### src/rtl/init_seq_num_gen.sv
// Per-flow ISN generator: tick clock plus LFSR offset, written to the
// ISN memory and returned to the requesting flow allocator.
module init_seq_num_gen #(
   parameter int width_p = 32,
   parameter int els_p = 16,
   parameter int addr_w = (els_p > 1) ? $clog2(els_p) : 1,
   parameter int tick_div_p = 250,
   parameter logic [width_p-1:0] lfsr_seed_p = width_p'(32'h1),
   parameter logic [width_p-1:0] lfsr_taps_p = width_p'(32'h80200003)
) (
   input  logic               clk,
   input  logic               rst,
   input  logic               new_flow_val,
   input  logic [addr_w-1:0]  new_flow_id,
   output logic               new_flow_rdy,
   output logic               isn_wr_req_val,
   output logic [addr_w-1:0]  isn_wr_req_addr,
   output logic [width_p-1:0] isn_wr_num,
   input  logic               isn_wr_req_rdy,
   output logic               isn_notify_val,
   output logic [addr_w-1:0]  isn_notify_id,
   output logic [width_p-1:0] isn_notify_num,
   input  logic               isn_notify_rdy
);

   localparam int div_w = (tick_div_p > 1) ? $clog2(tick_div_p) : 1;
   localparam logic [div_w-1:0] div_last = div_w'(tick_div_p - 1);
   // An all-zero seed would lock the LFSR at zero forever
   localparam logic [width_p-1:0] lfsr_init =
      (lfsr_seed_p == '0) ? width_p'(1) : lfsr_seed_p;

   typedef enum logic {IDLE, BUSY} state_e;

   state_e             state, state_n;
   logic [div_w-1:0]   div_cnt, div_n;
   logic [width_p-1:0] tick_cnt, tick_n;
   logic [width_p-1:0] lfsr, lfsr_n;
   logic [addr_w-1:0]  id_q, id_n;
   logic [width_p-1:0] num_q, num_n;
   logic               wr_val, wr_val_n;
   logic               nt_val, nt_val_n;
   logic               wr_done, nt_done;

   always_ff @(posedge clk) begin
      if (rst) begin
         state    <= IDLE;
         div_cnt  <= '0;
         tick_cnt <= '0;
         lfsr     <= lfsr_init;
         id_q     <= '0;
         num_q    <= '0;
         wr_val   <= 1'b0;
         nt_val   <= 1'b0;
      end else begin
         state    <= state_n;
         div_cnt  <= div_n;
         tick_cnt <= tick_n;
         lfsr     <= lfsr_n;
         id_q     <= id_n;
         num_q    <= num_n;
         wr_val   <= wr_val_n;
         nt_val   <= nt_val_n;
      end
   end

   always_comb begin
      state_n  = state;
      id_n     = id_q;
      num_n    = num_q;
      wr_val_n = wr_val;
      nt_val_n = nt_val;
      div_n    = div_cnt + 1'b1;
      tick_n   = tick_cnt;
      if (div_cnt == div_last) begin
         div_n  = '0;
         tick_n = tick_cnt + 1'b1;
      end
      lfsr_n = lfsr >> 1;
      if (lfsr[0])
         lfsr_n = (lfsr >> 1) ^ lfsr_taps_p;
      wr_done = !wr_val || isn_wr_req_rdy;
      nt_done = !nt_val || isn_notify_rdy;
      unique case (state)
         IDLE: begin
            if (new_flow_val) begin
               id_n     = new_flow_id;
               num_n    = tick_cnt + lfsr;
               wr_val_n = 1'b1;
               nt_val_n = 1'b1;
               state_n  = BUSY;
            end
         end
         BUSY: begin
            if (isn_wr_req_rdy)
               wr_val_n = 1'b0;
            if (isn_notify_rdy)
               nt_val_n = 1'b0;
            if (wr_done && nt_done)
               state_n = IDLE;
         end
         default: state_n = IDLE;
      endcase
   end

   assign new_flow_rdy    = (state == IDLE);
   assign isn_wr_req_val  = wr_val;
   assign isn_wr_req_addr = id_q;
   assign isn_wr_num      = num_q;
   assign isn_notify_val  = nt_val;
   assign isn_notify_id   = id_q;
   assign isn_notify_num  = num_q;

endmodule

### config.mk
export PLATFORM = sky130hd
export DESIGN_NAME = init_seq_num_gen
export DESIGN_NICKNAME = d
export VERILOG_FILES = /design/src/rtl/init_seq_num_gen.sv
export SDC_FILE = /design/constraint.sdc
export NUM_CORES = 1
export LEC_CHECK = 0
export CORE_MARGIN = 2
export CORE_UTILIZATION = 59
export DETAILED_ROUTE_END_ITERATION = 6
export HOLD_SLACK_MARGIN = 0.02
export PLACE_DENSITY_LB_ADDON = 0.15
export SLEW_MARGIN = 20
export SYNTH_ARGS = -nofsm -noshare
export SYNTH_HDL_FRONTEND = slang
export SYNTH_SLANG_ARGS = --single-unit
### constraint.sdc
create_clock -name clk -period 4.1 [get_ports clk]
set_clock_uncertainty 0.1 [all_clocks]
set_input_delay 0.615 -clock clk [delete_from_list [all_inputs] [get_ports clk]]
set_output_delay 0.615 -clock clk [all_outputs]
set_load 0.1 [all_outputs]
==> results of run 1 <==
-- power groups by stage --
stage | sequential [W] | clock (W) | combinational (W)
3_5_place_dp | 0.00115 | 0 | 0.000303
5_1_grt | 0.00113 | 0.000751 | 0.000319
2_1_floorplan | 0.00122 | 0 | 0.000166
4_1_cts | 0.00112 | 0.000705 | 0.000303
6_report | 0.00112 | 0.000693 | 0.000303
3_3_place_gp | 0.00115 | 0 | 0.000301
-- critical path, cell delays in order, from the launching register on --
cell and delay, ps:
dfxtp_1 380, ha_1 240, fa_1 410, a21o_1 230
a221oi_2 420, o221ai_2 190, nor3b_1 180, a221o_1 380
or3_1 360, a31oi_1 160
-- final timing paths --
path	startpoint	endpoint	cells after the start
worst max-delay path	tick_cnt[0]	isn_notify_num[26]	9
worst min-delay path	isn_notify_num[20]	isn_notify_num[20]	2
worst max register to register	tick_cnt[0]	isn_notify_num[26]	9
worst min register to register	isn_notify_num[20]	isn_notify_num[20]	2
-- per-stage QoR --
step | utilization | std cells | setup WS (ps)
floorplan | - | 709 | 1280
global placement | 0.668 | 861 | 1090
detailed placement | 0.668 | 861 | 1030
CTS | 0.691 | 877 | 1000
global route | 0.691 | 877 | 820
finish | 0.691 | 877 | 972
-- metal layers --
layer,track usage,vias to the layer above,wire [µm]
li1,-,2470,-
met1,0.347,2209,6250
met2,0.364,173,5440
met3,0.0352,17,749
met4,0.0840,0,209
met5,0,-,0
-- state kept, by name, summed over array words and instances, names as in the netlist --
name            cells
isn_notify_num     32
lfsr               32
tick_cnt           32
div_cnt             8
isn_notify_id       4
isn_notify_val      1
isn_wr_req_val      1
state               1
-- final cells by class --
type / count / area (µm²)
Fill cell: 811 / 3010
Clock buffer: 9 / 124
Tap cell: 133 / 166
Multi-Input combinational cell: 517 / 3210
Sequential cell: 111 / 2220
Clock inverter: 7 / 92.6
Timing Repair Buffer: 87 / 856
Inverter: 13 / 48.8
-- kinds of logic after synthesis --
| group | count (synthesis) |
|---|---|
| and+or+nand+nor | 283 |
| AOI/OAI and AO/OA | 141 |
| DFF | 111 |
| buffers and inverters | 81 |
| xor gates and xnor gates | 55 |
| adders and majority gates | 35 |
| muxes | 3 |
-- cells in the mapped netlist, types with 10 or more instances --
| library cell | n | area share |
|---|---|---|
| dfxtp_1 | 111 | 0.38 |
| nand2_1 | 93 | 0.059 |
| nor2_1 | 68 | 0.043 |
| a21oi_1 | 64 | 0.055 |
| buf_4 | 36 | 0.046 |
| ha_1 | 34 | 0.072 |
| xor2_1 | 33 | 0.049 |
| nor2b_1 | 32 | 0.034 |
| o21ai_0 | 28 | 0.024 |
| clkbuf_1 | 22 | 0.014 |
| xnor2_1 | 22 | 0.033 |
| nand3_1 | 17 | 0.014 |
| nand4_1 | 16 | 0.017 |
| inv_1 | 13 | 0.0083 |
| a21o_1 | 12 | 0.015 |
| and3_1 | 10 | 0.011 |
==> reports/results.ini, run 1 <==
[run_status]
outcome=completed

[pwr]
p_int_w=0.00147
p_sw_frac=0.305
power.density_nw_per_um2=315
power_leakage_nw=2.62
switchingPower_w=0.000646
power.share.clock=0.327
peakVddDrop_mv=0.162
comb_power_share=0.143
seqPwrFrac=0.530
finalPower_w=0.00212

[routing]
avgRoutedWirePerCell_um=14.4
drtPass1Iterations=5
viasPerCell=5.55
wirelength_um=12600
vias=4869
drt_iter0_markers=225
antenna_left=0
drcViolationCount=0

[hold_path]
hp-class=reg2reg

[sta]
tns_ps=0
tightest_slew_ps=1000
rsz0062_at_grt=no
fmax_mhz=320
slew_violations=0
timing.final.crit_period_ps=3130
slew-limit-headroom=0.331
hold_viol_final=0
timing.hold.ws_ps=370
setup_viol=0
fin_crit_sh=0.763

[floorplanning]
initial_core_util=0.604
core_um2=9730
ios=84
die_y_um=104
die_area_um2=10800
rows=36
fp.dieW_um=104

[job]
cap_violations=0

[global_route]
grt_usage=0.240
grt_max_degree=45
grt_pass1_vias=4510
grt.overflow.total=0
grt_pass1_wl_um=21600
antenna_found_initial=0

[yosys]
ys_seq_area_frac=0.378
synth-xor-area-share=0.0820
synth_fa_ha_area_frac=0.0759
yosysWarnings=0
synth.area.mux_share=0.00511
syn_area_um2=5870
synth_compound_area_frac=0.145
synth-async-reset-ratio=0
postSynthCellCount=709
synth_edf_count=0
yosys.area_share.simple=0.238
synth_fp_nets=753
syn_area_per_cell_um2=8.28
ys_types=59
ys.flop_type=dfxtp_1
ys_ff_latch=111
synth_top_family_by_area=simple AND/OR/NAND/NOR gates

[placed_design]
port_buffers=83
place_congestion=0.948
placed_area_um2=6500
hpwl_um=9530

[layout]
diodes=0
layout.nets=783
layout-drive-gt1-share=0.0470
design_area_um2=6720
final_common_cell=dfxtp_1
area_delta_synth_final_pct=14.4
final_cell_mix=111 x dfxtp_1, 93 x nand2_1, 82 x clkdlybuf4s50_1

[worst_setup_path]
crit_path_start_kind=flop
crit_path_max_fanout=5
path_class=reg2reg
crit_arrival_ps=3340
r2r_slack_ps=970
cp-end-kind=flop
required_ps=4310

[clocking]
clkTransAtPathRegs_ps=110
ctsRootBufferMaster=clkbuf_8
clk_path_buf_depth=2
clock_latency_ps=390
hold_buffers=0
h-tree-depth=3
cts_tree=built
post_cts_resized=0
cts_buffers=9
cts.sinks=111
postCtsSetupBuffers=0

(Power assumes the default switching activity.)
==> run 2: changes to the inputs <==
CORE_UTILIZATION = 50   (was 59)
clock period = 2.6 ns   (was 4.1 ns; I/O delays follow)
==> run 2 against run 1 <==
The flow now finishes with violations (setup timing). Clock power is 95% higher. First-iteration DRC count is 12% higher. Sequential cell count stayed put. Critical path type unchanged. Critical endpoint unchanged. Highest routed layer unchanged.
==> reports/results.ini, run 2 (same netlist as run 1, synthesis figures left out) <==
[worst_setup_path]
crit_arrival_ps=2870  ; -470 ps
path_class=reg2reg
cpPeakStageDelay_ps=370  ; -50 ps
crit_path_max_fanout=3  ; -2
cp-end-kind=flop
cpLargestDelayFamily=compound AO/OA/AOI/OAI gates
cpMaxStageDelayCell=a221o_1
cp_cell_sequence=ha_4, fa_2, a21o_1, a221oi_4, o221ai_2, nor3b_4, a221o_1, or3_1, a31oi_1
critPathBufInv=0  ; unchanged
required_ps=2780  ; -1530 ps
crit_path_start_kind=flop

[clocking]
cts_buffers=9  ; unchanged
cts.sinks=111  ; unchanged
ctsRootBufferMaster=clkbuf_16
clk_path_buf_depth=2  ; unchanged
clkTransAtPathRegs_ps=70  ; -40 ps
h-tree-depth=3  ; unchanged
hold_buffers=0  ; unchanged
clock_latency_ps=350  ; -40 ps
cts_tree=built

[layout]
area_delta_synth_final_pct=21.2
design_area_um2=7120  ; +5.9%
diodes=0  ; unchanged
layout-drive-gt1-share=0.230  ; +0.182
final_common_cell=buf_4
stdcell_count=936  ; +6.7%
final_cell_mix=126 x buf_4, 106 x dfxtp_1, 93 x nand2_1
layout.nets=832  ; +6.3%

[global_route]
antenna_found_initial=0  ; unchanged
grt_max_degree=106  ; +140%
grt.overflow.total=0  ; unchanged
grt_pass1_vias=4479  ; -0.69%
grt_pass1_wl_um=21500  ; -0.23%
grt_usage=0.208  ; -0.0314

[job]
cap_violations=0  ; unchanged

[pwr]
power.share.clock=0.375  ; +0.048
power_leakage_nw=3.09  ; +18%
comb_power_share=0.135  ; -0.008
p_sw_frac=0.288  ; -0.0172
power.density_nw_per_um2=507  ; +61%
p_int_w=0.00257  ; +74%
peakVddDrop_mv=0.435  ; +170%
switchingPower_w=0.00104  ; +61%
seqPwrFrac=0.491  ; -0.039

[hold_path]
hp-class=reg2reg

[sta]
fmax_mhz=372  ; +16%
hold_viol_final=0  ; unchanged
slew_violations=0  ; unchanged
fin_crit_sh=1.03  ; +0.270
slew-limit-headroom=0.701  ; +0.370
tightest_slew_ps=449  ; -551 ps
setup_viol=3  ; +3
rsz0062_at_grt=yes
worst_slack_ps=-85.3  ; -1060 ps
timing.final.crit_period_ps=2690  ; -443 ps

[placed_design]
place_congestion=0.892  ; -6.0%
hpwl_um=9700  ; +1.8%
pre_cts_slack_ps=-97.9  ; -1130 ps
dp_cells=915  ; +6.3%
placed_area_um2=6710  ; +3.1%
port_buffers=83  ; unchanged

[run_status]
violations=setup timing
outcome=complete, but fails checks

[routing]
antenna_left=0  ; unchanged
drt_iter0_markers=251  ; +12%
vias=4920  ; +1.0%
drcViolationCount=0  ; unchanged
avgRoutedWirePerCell_um=13.9  ; -3.6%
wirelength_um=13000  ; +2.9%
drtPass1Iterations=5  ; unchanged
viasPerCell=5.26  ; -5.3%

[floorplanning]
core_um2=11400  ; +17%
initial_core_util=0.514  ; -0.0893
die_y_um=112  ; +8.3%
ios=84  ; unchanged
die_area_um2=12600  ; +17%
rows=39  ; +8.3%
fp.dieW_um=112  ; +8.3%

run 2: cell types whose count changed in the layout (fill, tap and decap cells not counted), moves of 3 or more:
cell	previous run	this run
a21oi_2	0	5
dfxtp_1	111	106
o21ai_0	28	25
clkdlybuf4s50_1	82	7
ha_1	34	31
clkbuf_8	9	2
dfxtp_2	0	4
buf_4	4	126
clkbuf_16	0	9
a21oi_1	64	59
run 2: worst paths after layout:
| kind | cells after the start | slack, ps | from | end |
|---|---|---|---|---|
| hold reg to reg | 2 | 370 | isn_notify_num[14] | isn_notify_num[14] |
| setup reg to reg | 9 | -90 | lfsr[0] | isn_notify_num[26] |
| setup / recovery | 9 | -90 | lfsr[0] | isn_notify_num[26] |
| hold / removal | 2 | 370 | isn_notify_num[14] | isn_notify_num[14] |
run 2: timing repair:
item / CTS / global route
pin swaps: 3 / 9
gates resized for setup: 1 / 22
gates cloned: 0 / 0
endpoints found under the setup margin: 5 / 18
setup buffers: 1 / 5
run 2: final cells by class:
| class | count | area (µm²) |
|---|---|---|
| Timing Repair Buffer | 136 | 1050 |
| Multi-Input combinational cell | 517 | 3310 |
| Clock inverter | 5 | 40.0 |
| Fill cell | 1029 | 4300 |
| Tap cell | 143 | 179 |
| Inverter | 13 | 48.8 |
| Sequential cell | 111 | 2230 |
| Clock buffer | 11 | 253 |
run 2: worst reg2reg max path, stage by stage, from the launching register on:
cell,delay (ps)
dfxtp_4,360
ha_4,160
fa_2,360
a21o_1,200
a221oi_4,280
o221ai_2,140
nor3b_4,170
a221o_1,370
or3_1,320
a31oi_1,150
run 2: routing by layer:
layer,GRT usage,wire length [µm],up-vias
li1,-,-,2565
met1,0.311,6750,2231
met2,0.307,5460,112
met3,0.0302,617,12
met4,0.0740,191,0
met5,0,0,-
run 2: through the flow:
step / setup TNS [ps] / power [W] / util / hold WS, ps
after floorplan: -155 / 0.00219 / - / 334
after global placement: -185 / 0.00229 / 0.587 / 347
after detailed placement: -281 / 0.00229 / 0.587 / 362
after CTS: -131 / 0.00364 / 0.614 / 374
after global routing: -664 / 0.00375 / 0.623 / 382
final: -217 / 0.00361 / 0.623 / 370
run 2: power groups by stage:
| stage | logic, W | clock network (W) | registers [W] |
|---|---|---|---|
| 5_1_grt | 0.000513 | 0.00146 | 0.00177 |
| 4_1_cts | 0.000484 | 0.00138 | 0.00177 |
| 6_report | 0.000486 | 0.00135 | 0.00177 |
| 3_3_place_gp | 0.000481 | 0 | 0.00181 |
| 2_1_floorplan | 0.000262 | 0 | 0.00193 |
| 3_5_place_dp | 0.000482 | 0 | 0.00181 |
==> run 3: changes to the inputs <==
CORE_MARGIN = default   (was 2)
==> run 3 against run 2 <==
The run still ends with setup timing left. Worst setup slack got worse by 2.6 ps. Combinational power barely moved. Final cell count did not move. Global-route usage rose by 1.4 points. Largest power group unchanged. Highest routed layer unchanged.
==> reports/results.ini, run 3 (same netlist as run 1, synthesis figures left out) <==
[layout]
area_delta_synth_final_pct=21.6
final_cell_mix=126 x buf_4, 108 x dfxtp_1, 93 x nand2_1
layout-drive-gt1-share=0.231  ; +0.00126
diodes=0  ; unchanged
final_common_cell=buf_4
fin_util=0.625  ; +0.00208
fillers=996  ; -3.2%
layout.nets=832  ; unchanged

[pwr]
switchingPower_w=0.00102  ; -1.5%
p_int_w=0.00254  ; -1.1%
p_sw_frac=0.287  ; -0.000844
seqPwrFrac=0.497  ; +0.006
power.share.clock=0.368  ; -0.007
peakVddDrop_mv=0.303  ; -30%
power.density_nw_per_um2=499  ; -1.5%
power_leakage_nw=3.09  ; -0.15%
comb_power_share=0.136  ; about the same

[worst_setup_path]
crit_path_max_fanout=3  ; unchanged
cp_cell_sequence=ha_4, fa_2, a21o_1, a221oi_4, o221ai_2, nor3b_4, a221o_1, a21oi_2, xor2_1, a211oi_1
crit_path_start_kind=flop
reg2reg_depth=10  ; +1
r2r-start=lfsr[0]
crit_arrival_ps=2810  ; -60 ps
cpPeakStageDelay_ps=370  ; about the same
cpMaxStageDelayCell=a221o_1
cp-end-kind=flop
required_ps=2720  ; -60 ps
path_class=reg2reg
r2r_slack_ps=-90  ; about the same
rr_endpoint=isn_notify_num[30]

[floorplanning]
initial_core_util=0.514  ; unchanged
core_um2=11400  ; unchanged
rows=39  ; unchanged
die_y_um=110  ; -1.8%
ios=84  ; unchanged
fp.dieW_um=110  ; -1.8%
die_area_um2=12200  ; -3.5%

[sta]
timing.hold.ws_ps=361  ; -8.84 ps
timing.final.crit_period_ps=2690  ; +2.62 ps
setup_viol=3  ; unchanged
rsz0062_at_grt=yes
hold_viol_final=0  ; unchanged
tns_ps=-236  ; -19.0 ps
slew-limit-headroom=0.707  ; +0.00590
worst_slack_ps=-87.9  ; -2.62 ps
slew_violations=0  ; unchanged
fmax_mhz=372  ; about the same
fin_crit_sh=1.03  ; about the same
tightest_slew_ps=440  ; -8.86 ps

[clocking]
clkTransAtPathRegs_ps=70  ; about the same
clock_latency_ps=350  ; about the same
hold_buffers=0  ; unchanged
cts_tree=built
cts_buffers=9  ; unchanged
h-tree-depth=3  ; unchanged
ctsRootBufferMaster=clkbuf_16
clk_path_buf_depth=2  ; unchanged
cts.sinks=111  ; unchanged

[global_route]
grt_pass1_vias=4388  ; -2.0%
antenna_found_initial=0  ; unchanged
grt_max_degree=40  ; -62%
grt_pass1_wl_um=21200  ; -1.8%
grt.overflow.total=0  ; unchanged
grt_usage=0.223  ; +0.0145

[placed_design]
place_congestion=0.891  ; about the same
port_buffers=83  ; unchanged
hpwl_um=9910  ; +2.1%

[hold_path]
hold_start=lfsr[15]
hp-class=reg2reg
hold_depth=1  ; -1
whs_endpoint=lfsr[14]

[job]
cap_violations=0  ; unchanged

[routing]
viasPerCell=5.31  ; +1.1%
vias=4974  ; +1.1%
drcViolationCount=0  ; unchanged
antenna_left=0  ; unchanged
drt_iter0_markers=183  ; -27%
avgRoutedWirePerCell_um=14.1  ; +1.2%
wirelength_um=13200  ; +1.2%
drtPass1Iterations=4  ; -1

[run_status]
outcome=complete, but fails checks
violations=setup timing

## run 3: layer usage
layer,global-route usage,part of all wire,up-vias
met4,0.0686,0.014,0
li1,-,-,2574
met1,0.331,0.52,2272
met3,0.0259,0.038,15
met2,0.335,0.43,113
met5,0,0,-
## run 3: power groups by stage
| stage | sequential [W] | combinational (W) | clock (W) |
|---|---|---|---|
| after floorplan | 0.00193 | 0.000262 | 0 |
| after global placement | 0.00181 | 0.000481 | 0 |
| after detailed placement | 0.00181 | 0.000485 | 0 |
| after CTS | 0.00177 | 0.000486 | 0.00135 |
| after global routing | 0.00178 | 0.000514 | 0.00142 |
| final | 0.00177 | 0.000484 | 0.00131 |
## run 3: worst max-delay path by stage
stage / start / end / slack (ps) / cells past startpoint
after floorplan: lfsr[0] / isn_notify_num[26] / -80 / 9
after global placement: lfsr[0] / isn_notify_num[22] / -90 / 11
after detailed placement: lfsr[0] / isn_notify_num[30] / -170 / 10
after CTS: lfsr[0] / isn_notify_num[30] / -100 / 10
after global routing: lfsr[0] / isn_notify_num[22] / -220 / 11
final: lfsr[0] / isn_notify_num[30] / -90 / 10
## run 3: what timing repair did
action / CTS / global route
buffers inserted: 0 / 6
endpoints found under the setup margin: 4 / 18
gates resized for setup: 1 / 30
pin swaps: 3 / 10
gates cloned: 0 / 0
## run 3: layout make-up
| class | instances | area (µm²) | share of cell area |
|---|---|---|---|
| clock inverters | 5 | 42.5 | 0.00596 |
| repair buffers | 136 | 1040 | 0.146 |
| flip-flops and latches | 111 | 2230 | 0.312 |
| inverters | 13 | 48.8 | 0.00683 |
| well taps | 143 | 179 | 0.0251 |
| multi-input cells | 517 | 3360 | 0.470 |
| clock buffers | 11 | 243 | 0.0340 |
## run 3: critical path, delay by kind of cell, from the launching register on
kind | cells | cell delay, ps
xor gates and xnor gates | 1 | 190
and+or+nand+nor | 1 | 180
DFF | 1 | 350
AOI/OAI and AO/OA | 6 | 1220
adders and majority gates | 2 | 510
## run 3: through the flow
step | std cells | power (W) | instance area [µm²] | setup slack (ps)
floorplan | 709 | 0.00219 | 5910 | -77.9
global placement | 914 | 0.00229 | 6690 | -95.0
detailed placement | 914 | 0.00229 | 6690 | -173
CTS | 930 | 0.00360 | 6980 | -95.2
global route | 936 | 0.00371 | 7140 | -217
finish | 936 | 0.00356 | 7140 | -87.9
